--- config.mk ---
export PLATFORM = sky130hd
export DESIGN_NAME = sccb_master
export DESIGN_NICKNAME = d
export VERILOG_FILES = /design/src/rtl/sccb_master.sv
export SDC_FILE = /design/constraint.sdc
export NUM_CORES = 1
export LEC_CHECK = 0
export CAP_MARGIN = 10
export CORE_ASPECT_RATIO = 1.75
export CORE_MARGIN = 2
export CORE_UTILIZATION = 50
export DETAILED_ROUTE_END_ITERATION = 16
export MAX_ROUTING_LAYER = met4
export PLACE_DENSITY_LB_ADDON = 0.3
export SKIP_LAST_GASP = 1
export SLEW_MARGIN = 20
export SYNTH_ARGS = -nofsm -noshare
export SYNTH_HDL_FRONTEND = slang
export SYNTH_SLANG_ARGS = --single-unit
--- constraint.sdc ---
create_clock -name clk -period 2.8 [get_ports clk]
set_input_delay 0.84 -clock clk [delete_from_list [all_inputs] [get_ports clk]]
set_output_delay 0.84 -clock clk [all_outputs]
set_load 0.01 [all_outputs]
--- src/rtl/sccb_master.sv ---
// SCCB master for OV-series camera sensors.
// It runs 3-phase writes (ID, address byte(s), data) and reads (an ID and address
// write, a STOP and a gap, then an ID|1 phase and a receive phase). SIO_D is tri-state.
// It uses a start/busy/done handshake. All bus transitions occur on SIO_C half-period boundaries.
module sccb_master #(
    parameter int unsigned HALF_PERIOD = 4,
    parameter logic [7:0]  SLAVE_ID    = 8'h42,
    parameter int unsigned ADDR_W      = 8
) (
    input  logic              clk,
    input  logic              rst,
    input  logic              start,
    input  logic              rw,
    input  logic [ADDR_W-1:0] reg_address,
    input  logic [7:0]        reg_data,
    output logic              busy,
    output logic              done,
    output logic [7:0]        rd_data,
    output logic              sio_c,
    output logic              sio_d_out,
    output logic              sio_d_oe,
    input  logic              sio_d_in
);

    localparam int unsigned     NA       = ADDR_W / 8;
    localparam int unsigned     CW       = $clog2(2 * HALF_PERIOD);
    localparam logic [CW-1:0]   HALF_END = CW'(HALF_PERIOD - 1);
    localparam logic [CW-1:0]   GAP_END  = CW'(2 * HALF_PERIOD - 1);
    localparam logic [1:0]      LAST_W   = 2'(NA + 1);
    localparam logic [1:0]      LAST_R   = 2'(NA);

    typedef enum logic [3:0] {
        IDLE, START, BIT_LO, BIT_HI, STOP_A, STOP_B, STOP_C, GAP, DONE
    } state_t;

    state_t            state;
    logic [CW-1:0]     cnt;
    logic [1:0]        phase;
    logic [3:0]        bit_idx;
    logic              rd_sec;
    logic              rw_l;
    logic [ADDR_W-1:0] addr_l;
    logic [7:0]        data_l;
    logic [7:0]        rx_sh;

    logic              half_end;
    logic              last_phase;
    logic              rx_now;
    logic [1:0]        tgt_phase;
    logic [3:0]        tgt_bit;
    logic [7:0]        tx_byte;
    logic              rx_phase;
    logic              nxt_out;
    logic              nxt_oe;

    // Work out the phase and bit about to be entered on the next BIT_LO, and its SIO_D drive
    always_comb begin
        half_end   = (cnt == HALF_END);
        last_phase = rd_sec ? (phase == 2'd1) : (phase == (rw_l ? LAST_R : LAST_W));
        rx_now     = rd_sec && (phase == 2'd1) && (bit_idx != 4'd8);

        tgt_phase = phase;
        tgt_bit   = 4'd0;
        if (state == BIT_HI) begin
            if (bit_idx == 4'd8)
                tgt_phase = phase + 2'd1;
            else
                tgt_bit = bit_idx + 4'd1;
        end

        tx_byte  = '0;
        rx_phase = 1'b0;
        if (rd_sec) begin
            if (tgt_phase == 2'd0)
                tx_byte = SLAVE_ID | 8'h01;
            else
                rx_phase = 1'b1;
        end else if (tgt_phase == 2'd0) begin
            tx_byte = SLAVE_ID;
        end else if (tgt_phase <= 2'(NA)) begin
            // With a 16-bit address, phase 1 carries the MSB byte and the last address phase carries the LSB byte
            if (NA == 2 && tgt_phase == 2'd1)
                tx_byte = addr_l[ADDR_W-1 -: 8];
            else
                tx_byte = addr_l[7:0];
        end else begin
            tx_byte = data_l;
        end

        nxt_out = 1'b1;
        nxt_oe  = 1'b1;
        if (tgt_bit == 4'd8)
            nxt_oe = rx_phase;
        else if (rx_phase)
            nxt_oe = 1'b0;
        else
            nxt_out = tx_byte[3'd7 - tgt_bit[2:0]];
    end

    // Transaction sequencer: half-period divider, bit and phase counters, and registered bus outputs
    always_ff @(posedge clk) begin
        if (rst) begin
            state     <= IDLE;
            cnt       <= '0;
            phase     <= '0;
            bit_idx   <= '0;
            rd_sec    <= 1'b0;
            rw_l      <= 1'b0;
            addr_l    <= '0;
            data_l    <= '0;
            rx_sh     <= '0;
            busy      <= 1'b0;
            done      <= 1'b0;
            rd_data   <= '0;
            sio_c     <= 1'b1;
            sio_d_out <= 1'b1;
            sio_d_oe  <= 1'b1;
        end else begin
            done <= 1'b0;
            case (state)
                IDLE: begin
                    sio_c     <= 1'b1;
                    sio_d_out <= 1'b1;
                    sio_d_oe  <= 1'b1;
                    if (start) begin
                        rw_l      <= rw;
                        addr_l    <= reg_address;
                        data_l    <= reg_data;
                        busy      <= 1'b1;
                        sio_d_out <= 1'b0;
                        cnt       <= '0;
                        phase     <= '0;
                        bit_idx   <= '0;
                        rd_sec    <= 1'b0;
                        state     <= START;
                    end
                end
                START: begin
                    if (half_end) begin
                        cnt       <= '0;
                        sio_c     <= 1'b0;
                        sio_d_out <= nxt_out;
                        sio_d_oe  <= nxt_oe;
                        phase     <= tgt_phase;
                        bit_idx   <= tgt_bit;
                        state     <= BIT_LO;
                    end else begin
                        cnt <= cnt + 1'b1;
                    end
                end
                BIT_LO: begin
                    if (half_end) begin
                        cnt   <= '0;
                        sio_c <= 1'b1;
                        state <= BIT_HI;
                    end else begin
                        cnt <= cnt + 1'b1;
                    end
                end
                BIT_HI: begin
                    if (half_end) begin
                        cnt   <= '0;
                        sio_c <= 1'b0;
                        if (rx_now)
                            rx_sh <= {rx_sh[6:0], sio_d_in};
                        if (bit_idx == 4'd8 && last_phase) begin
                            sio_d_out <= 1'b0;
                            sio_d_oe  <= 1'b1;
                            state     <= STOP_A;
                        end else begin
                            sio_d_out <= nxt_out;
                            sio_d_oe  <= nxt_oe;
                            phase     <= tgt_phase;
                            bit_idx   <= tgt_bit;
                            state     <= BIT_LO;
                        end
                    end else begin
                        cnt <= cnt + 1'b1;
                    end
                end
                STOP_A: begin
                    if (half_end) begin
                        cnt   <= '0;
                        sio_c <= 1'b1;
                        state <= STOP_B;
                    end else begin
                        cnt <= cnt + 1'b1;
                    end
                end
                STOP_B: begin
                    if (half_end) begin
                        cnt       <= '0;
                        sio_d_out <= 1'b1;
                        state     <= STOP_C;
                    end else begin
                        cnt <= cnt + 1'b1;
                    end
                end
                STOP_C: begin
                    if (half_end) begin
                        cnt <= '0;
                        if (rw_l && !rd_sec) begin
                            state <= GAP;
                        end else begin
                            busy  <= 1'b0;
                            done  <= 1'b1;
                            if (rw_l)
                                rd_data <= rx_sh;
                            state <= DONE;
                        end
                    end else begin
                        cnt <= cnt + 1'b1;
                    end
                end
                GAP: begin
                    if (cnt == GAP_END) begin
                        cnt       <= '0;
                        rd_sec    <= 1'b1;
                        phase     <= '0;
                        bit_idx   <= '0;
                        sio_d_out <= 1'b0;
                        state     <= START;
                    end else begin
                        cnt <= cnt + 1'b1;
                    end
                end
                DONE: begin
                    state <= IDLE;
                end
                default: begin
                    state <= IDLE;
                end
            endcase
        end
    end

endmodule

==> run summary, run 1 <==
The run finished with clean final reports. Across the VDD grid, the largest voltage drop is 0.410 mV. The initial utilization of the core area, before any placement, comes to 52.1%. Counting flops with a built-in enable in the synthesized netlist gives 0. The final hold violation count was 0.

For this run, the detailed router's first-pass iteration total came to 4. In the layout the commonest cells are sky130_fd_sc_hd__nand2_1 (65), sky130_fd_sc_hd__dfxtp_1 (52), sky130_fd_sc_hd__a21oi_1 (45), sky130_fd_sc_hd__nor2_1 (33), sky130_fd_sc_hd__clkdlybuf4s50_1 (33). The detailed-placement wirelength estimate came out at 4.86 mm.

The tools report the capturing element type of the critical path as a flip-flop. The portion of total power attributed to sequential cells was 42.6%. The count of nets left with antenna violations after detail routing was 0. Startpoint-to-endpoint class of the critical path: flip-flop to flip-flop. The routed length per instance is 15.0 um.

The number of synthesized register bits came out at 52. In the final layout, the share of cells above drive strength 1 is 7.61%. The per-instance average area after synthesis is 7.80 um^2. The TritonCTS sink count came out at 52.

The initial antenna violation count was 0. Maximum fanout encountered on the critical timing path: 8. The worst pin sits at a relative slew slack of 53.7%. For the total via count after detailed routing, the log shows 2,576. Entering global routing, the biggest net connects 27 pins. For the worst setup path, the data arrival time is 2.57 ns.

Clock latency on the worst-skew pair, taken at its later pin, is 0.31 ns. The startpoint of the worst-slack reg-to-reg timing path is bit_idx[0]. The standby leakage power is 1.13 nW. The proportion of synthesized chip area in sequential cells is 38.0%. The switching portion of total power works out to 33.5%. Via-per-instance ratio: 5.91.

In the routed design, unresolved DRC markers number 0. TritonCTS built the clock tree. The count of pins over their slew limit is 0. For this design the ratio of total power to cell area is 656 nW/um^2. The weighted congestion at the end of routability-driven global placement was 0.926; the number of buffers inserted by port buffering was 33.

In this run the most critical hold path is launched from addr_l[4]. Measured along the x axis, the die boundary spans 59.9 um. OpenSTA, run right after detailed placement, puts the worst setup slack at 0.160 ns. The number of design-rule violations left by the first detailed-router iteration came out at 123.

The clock group share of total power is 26.2%, and the worst setup skew after layout is 0.0112 ns. From bottom edge to top edge, the die measures 102 um. In this run the worst setup path begins at bit_idx[0]. The combinational share of power came out at 31.3%. Of the post-synthesis cell area, the dominant cell type holds 38.0%.

Across the run, the number of max-cap violations was 0. Yosys printed 0 warnings. For flop-to-flop paths, the worst setup slack is 0.43 ns. Synthesis produced a netlist whose cell count is 351.

The longest clock path from root to sink contains 2 buffers. In this run the number of H-tree levels came out at 2. For the standard-cell row count, the log shows 35. Among all flip-flop cells after synthesis, the most frequent one is sky130_fd_sc_hd__dfxtp_1. After clock tree synthesis, the flow added hold-fix buffers numbering 0. Summed over all nets, the switching power comes to 712 uW. Leaving out fill and tap cells, the most frequent cell in the layout is sky130_fd_sc_hd__nand2_1. Compared with the post-synthesis result, the final layout area differs by 18.4%. Synthesis produced a netlist with a net count of 379.

The maximum clock frequency was 0.422 GHz; the post-route setup TNS was 0 ns. Ranked by total cell area, the synthesized netlist is headed by sky130_fd_sc_hd__dfxtp_1 (38%), sky130_fd_sc_hd__nand2_1 (8.9%), sky130_fd_sc_hd__a21oi_1 (8.2%), sky130_fd_sc_hd__nor2_1 (4.5%), sky130_fd_sc_hd__mux2i_1 (3.7%). The root buffer cell was sky130_fd_sc_hd__clkbuf_8. Global routing used 24.1% of the available tracks across all layers. After synthesis, the share of flip-flops with an asynchronous set or reset is 0%. Worst setup slack after layout: 0.428 ns.

The repair_antennas step left the layout with diodes totalling 0. The worst setup path is launched from a flip-flop. For the finished layout, the period the worst path requires is 2.37 ns. The number of setup buffers added after CTS was 0.

After detailed routing, the total wire length is 6.55 mm. Clock-pin slew was measured on the worst setup and hold paths at 0.10 ns. Summing every instance area after synthesis gives 2740 um^2. The final layout contains 408 nets. Counting the buffers created by CTS gives 5. For the area of the die, the log shows 6110 um^2. Setup repair after global routing left no endpoint under its margin. Class of the tightest hold or removal check: flip-flop to flip-flop. Summed over all layers, the global routing overflow is 0. Of the available clock period, the critical path in the final layout requires 84.7%.

The internal power of the cells totals 1.41 mW. The first global-routing pass estimated 11.1 mm of wire. Gates resized during post-CTS repair numbered 0.

34 I/O pins were placed. For the pin with the worst max-slew slack, the measured transition is 0.677 ns. The data required time of the worst path was 2.99 ns. The netlist uses 56 different library cells. The number of global-route vias before repair was 2,557. The placeable core region is 5260 um^2, and the total setup violations reported at the end of the flow is 0. Summed over all instances, the cell type with the most area after synthesis is sky130_fd_sc_hd__dfxtp_1.
sequential cells by signal, indices dropped and copies added (netlist names):
name / flops
busy: 1
rw_l: 1
data_l: 8
sio_d_oe: 1
phase: 2
sio_c: 1
bit_idx: 4
sio_d_out: 1
cnt: 3
addr_l: 8
rd_data: 8
rx_sh: 8
done: 1
state: 4
rd_sec: 1
power groups by stage:
| stage | Sequential [mW] | Combinational, mW | Clock [mW] |
|---|---|---|---|
| finish | 0.905 | 0.665 | 0.557 |
| floorplan | 0.883 | 0.494 | 0 |
| global placement | 0.920 | 0.650 | 0 |
| detailed placement | 0.921 | 0.665 | 0 |
| global route | 0.915 | 0.747 | 0.595 |
| CTS | 0.903 | 0.665 | 0.572 |
per-stage QoR:
stage	power (mW)	util [%]	hold WS, ns	instance area, um^2	instances
6_report	2.13	61.7	0.455	3240	436
5_1_grt	2.26	61.7	0.470	3240	436
4_1_cts	2.14	61.7	0.457	3240	436
3_5_place_dp	1.59	59.3	0.443	3110	428
3_3_place_gp	1.57	59.3	0.441	3110	428
2_1_floorplan	1.38	-	0.431	2740	351
area by class of cell:
| class | count | area, um^2 |
|---|---|---|
| clock buffer | 7 | 96.3 |
| clock inverter | 1 | 30.0 |
| fill | 506 | 2010 |
| inverter | 9 | 33.8 |
| multi-input combinational | 272 | 1590 |
| sequential | 52 | 1040 |
| tap | 55 | 68.8 |
| timing repair buffer | 40 | 383 |
metal layers:
metal  share of wire, %  wire length (um)  GRT usage [%]
met1                 41              2660           26.5
met2                 53              3450           40.9
met3                3.5               231           4.05
met4                3.1               202           11.5
met5                  0                 0              -
cells in the mapped netlist, types with 3 or more instances:
| cell | n |
|---|---|
| sky130_fd_sc_hd__o21ai_0 | 19 |
| sky130_fd_sc_hd__nand2b_1 | 6 |
| sky130_fd_sc_hd__nand2_1 | 65 |
| sky130_fd_sc_hd__ha_1 | 7 |
| sky130_fd_sc_hd__inv_1 | 9 |
| sky130_fd_sc_hd__nor3_1 | 7 |
| sky130_fd_sc_hd__nor2b_1 | 5 |
| sky130_fd_sc_hd__dfxtp_1 | 52 |
| sky130_fd_sc_hd__a21oi_1 | 45 |
| sky130_fd_sc_hd__nor2_1 | 33 |
| sky130_fd_sc_hd__mux2i_1 | 10 |
| sky130_fd_sc_hd__and3_1 | 4 |
| sky130_fd_sc_hd__nand3b_1 | 3 |
| sky130_fd_sc_hd__a31oi_1 | 3 |
| sky130_fd_sc_hd__nand3_1 | 8 |
| sky130_fd_sc_hd__o22ai_1 | 3 |
| sky130_fd_sc_hd__clkbuf_1 | 12 |
| sky130_fd_sc_hd__or3_1 | 4 |
| sky130_fd_sc_hd__buf_2 | 6 |
final timing paths:
kind               end  cells after the start
min          addr_l[4]                      2
min reg2reg  addr_l[4]                      2
max reg2reg  sio_d_out                      8
max          sio_d_out                      8
critical path: stages (launching register included):
cell,delay [ns]
sky130_fd_sc_hd__dfxtp_1,0.42
sky130_fd_sc_hd__inv_1,0.20
sky130_fd_sc_hd__ha_1,0.23
sky130_fd_sc_hd__and3b_1,0.32
sky130_fd_sc_hd__nand3_2,0.14
sky130_fd_sc_hd__nand2_1,0.19
sky130_fd_sc_hd__mux4_2,0.53
sky130_fd_sc_hd__nand4_1,0.13
sky130_fd_sc_hd__a41oi_2,0.11
cell families (layout without fill, tap and decap cells):
kind of cell | Yosys count | count (layout) | synth area share, %
simple gates | 153 | 153 | 27.4
mux | 11 | 11 | 4.48
flops | 52 | 52 | 38.0
fa+ha+maj | 7 | 7 | 3.20
compound gates | 98 | 98 | 22.0
xor+xnor | 3 | 3 | 0.960
buf+inv | 27 | 57 | 3.98
(Power assumes the default switching activity.)
==> run 2: changes to the inputs <==
==> constraint.sdc (replaced) <==
create_clock -name clk -period 2.37 [get_ports clk]
set_input_delay 0.711 -clock clk [delete_from_list [all_inputs] [get_ports clk]]
set_output_delay 0.711 -clock clk [all_outputs]
set_load 0.01 [all_outputs]
==> run 2 against run 1 <==
Compared with the run above:
- combinational power up 34%
- clock skew down 0.0031 ns
- register-to-register slack worse by 0.24 ns
- final cell count up 3.2%
- core utilization up 1.7 points
- routed wire length up 6.4%
- sequential share of layout area down 0.86 points
- worst hold slack about the same
- die area unchanged
- via count up 3.1%
- critical path type unchanged
==> run summary, run 2 (synthesis gave the netlist of run 1 again) <==
The tools report the origin of the worst setup path as cnt[0]. The logs give 0 for the final hold violation count and 63.4% for the fraction of the core area covered by cells at the end of the flow. Setup slack closes at 0.192 ns. STA classifies the critical path endpoint as a flip-flop.

The data required time of the worst path is 2.55 ns, and the worst slack at placement is -0.0577 ns. After clock tree synthesis, the clock-pin slew on the worst setup and hold paths is 0.09 ns. The number of design-rule violations left by the first detailed-router iteration is 188. The run finished with clean final reports.

For this design, the sink count on the clock tree is 52. Counting the fill cells in the layout gives 473. Measured against its own limit, the worst slew margin works out to 52.9%. The count of nets left with antenna violations after detail routing is 0, and the area taken by multi-input logic gates is 1590 um^2. The routed design could run at a clock period as short as 2.18 ns. Global routing used 25.6% of the available tracks across all layers. The path depth of the worst reg2reg path works out to 8.

The height of the die came out at 102 um. The most common cell after layout, fill and taps aside was sky130_fd_sc_hd__nand2_1. The first detailed-routing pass took 4 iterations. The worst-case IR drop observed on VDD is 0.491 mV.

Between clock sinks in the finished design, the worst skew comes to 0.00816 ns. At the end of the flow, the number of nets in the layout was 422. The floorplan step defined a die boundary enclosing 6110 um^2. The standard-cell row count was 35. Following the worst setup path forward leads to its endpoint at sio_d_out.

Relative to the synthesized area, the layout overhead comes to 21.6%. The routed length per instance is 15.5 um, and the starting density of the core is 52.1%. In the layout the commonest cells are sky130_fd_sc_hd__nand2_1 (65), sky130_fd_sc_hd__dfxtp_1 (52), sky130_fd_sc_hd__a21oi_1 (45), sky130_fd_sc_hd__nor2_1 (33), sky130_fd_sc_hd__clkdlybuf4s50_1 (33). STA classifies the critical path startpoint as a flip-flop. The portion of the clock cycle consumed by the worst path in the final layout is 91.9%, and the pin count of the biggest net entering global routing is 30. For the count of pins over their slew limit, the log shows 0. In this run the deepest clock path goes through 2 buffers.

The worst register-to-register path ends at sio_d_out. The total via count after detailed routing is 2,657. The standby leakage power is 1.19 nW. The first global-routing pass estimated 11.8 mm of wire. CTS built an H-tree with a depth of 2.

From left edge to right edge, the die measures 59.9 um. Dividing total power by cell area gives a power density of 762 nW/um^2. The tool flagged a number of max-cap violations equal to 0.

In this run the standard cell core region covers 5260 um^2. The startpoint identified for the worst register-to-register timing path is cnt[0]. The actual slew at the worst max-slew pin works out to 0.688 ns.

Startpoint-to-endpoint class of the critical path: flip-flop to flip-flop. Wires add up to 6.97 mm. The share of post-route cells with drive strength above 1 was 10.9%. Initial antenna violation count: 0.

For the flop-to-flop setup slack, the log shows 0.19 ns. In this run the worst path has a maximum fanout of 9. For this design the top-level I/O count stands at 34. The tools report the data arrival time of the worst path as 2.36 ns. The logs give 0 for the total setup violations reported at the end of the flow and 0.459 GHz for the maximum clock frequency. After legalization and detailed placement, the total HPWL measured 5.25 mm. The count of unresolved DRC violations after routing is 0, and the weighted congestion at the end of routability-driven global placement is 0.961. Class of the tightest hold or removal check: flip-flop to flip-flop. The number of global-route vias before repair came out at 2,600. The root buffer cell was sky130_fd_sc_hd__clkbuf_8. Clock latency on the worst-skew pair, taken at its later pin, is 0.31 ns.

The number of antenna diodes in the final layout is 0. The global route total overflow was 0. Across the whole layout, storage elements account for 1040 um^2. TritonCTS built the clock tree. Buffers inserted during clock tree synthesis total 5. The via-per-instance ratio was 5.90. Input and output buffers added on the ports amount to 33.

Setup repair after global routing left no endpoint under its margin.
## run 2: changes by cell type in the layout (fill, tap and decap cells not counted)
cell | before | now
sky130_fd_sc_hd__buf_4 | 7 | 21
sky130_fd_sc_hd__ha_2 | 0 | 1
sky130_fd_sc_hd__clkbuf_8 | 7 | 5
sky130_fd_sc_hd__ha_1 | 7 | 6
sky130_fd_sc_hd__clkinv_2 | 0 | 1
sky130_fd_sc_hd__clkbuf_1 | 0 | 1
## run 2: worst min-delay path by stage
stage | from | end | depth (start not counted)
floorplan | rx_sh[7] | rd_data[7] | 2
global placement | addr_l[1] | addr_l[1] | 2
detailed placement | addr_l[0] | addr_l[0] | 2
CTS | addr_l[0] | addr_l[0] | 2
global route | addr_l[0] | addr_l[0] | 2
finish | addr_l[0] | addr_l[0] | 2
## run 2: area by class of cell
class	count	share of cell area, %
multi-input combinational	272	47.8
sequential	52	31.3
clock buffer	6	2.18
tap	55	2.07
clock inverter	2	1.05
inverter	9	1.01
timing repair buffer	54	14.7
## run 2: worst max-delay path, cell delays in order (launching register included)
cell,delay (ns)
sky130_fd_sc_hd__dfxtp_1,0.39
sky130_fd_sc_hd__ha_1,0.22
sky130_fd_sc_hd__ha_2,0.31
sky130_fd_sc_hd__nand2_1,0.10
sky130_fd_sc_hd__a21oi_1,0.27
sky130_fd_sc_hd__o21ai_0,0.21
sky130_fd_sc_hd__nand3b_1,0.21
sky130_fd_sc_hd__a31oi_1,0.21
sky130_fd_sc_hd__a41oi_2,0.14
## run 2: report_power, final
group	total (mW)	leakage [nW]	switching, mW	internal (mW)
clock network	0.602	0.0552	0.288	0.314
logic	0.888	0.711	0.504	0.384
registers	1.05	0.423	0.0799	0.969
## run 2: per-layer routing
layer | global-route usage, % | vias up | wire (um)
met2 | 43.7 | 72 | 3640
met1 | 27.6 | 1249 | 2780
met3 | 3.67 | 21 | 261
li1 | - | 1315 | -
met4 | 13.7 | 0 | 285
met5 | - | - | 0
## run 2: what timing repair did
action,4_1_cts,5_1_grt
hold buffers,0,0
buffers inserted,0,0
endpoints found under the setup margin,0,8
resized for setup,0,1
endpoints found under the hold margin,0,0
## run 2: metrics by stage
| stage | hold slack, ns | instances | power, mW | TNS, ns | instance area, um^2 |
|---|---|---|---|---|---|
| 6_report | 0.455 | 450 | 2.54 | 0 | 3330 |
| 5_1_grt | 0.470 | 450 | 2.68 | 0 | 3330 |
| 4_1_cts | 0.457 | 450 | 2.54 | 0 | 3330 |
| 3_5_place_dp | 0.444 | 442 | 1.94 | -0.221 | 3220 |
| 3_3_place_gp | 0.442 | 442 | 1.91 | 0 | 3220 |
| 2_1_floorplan | 0.431 | 351 | 1.63 | 0 | 2740 |
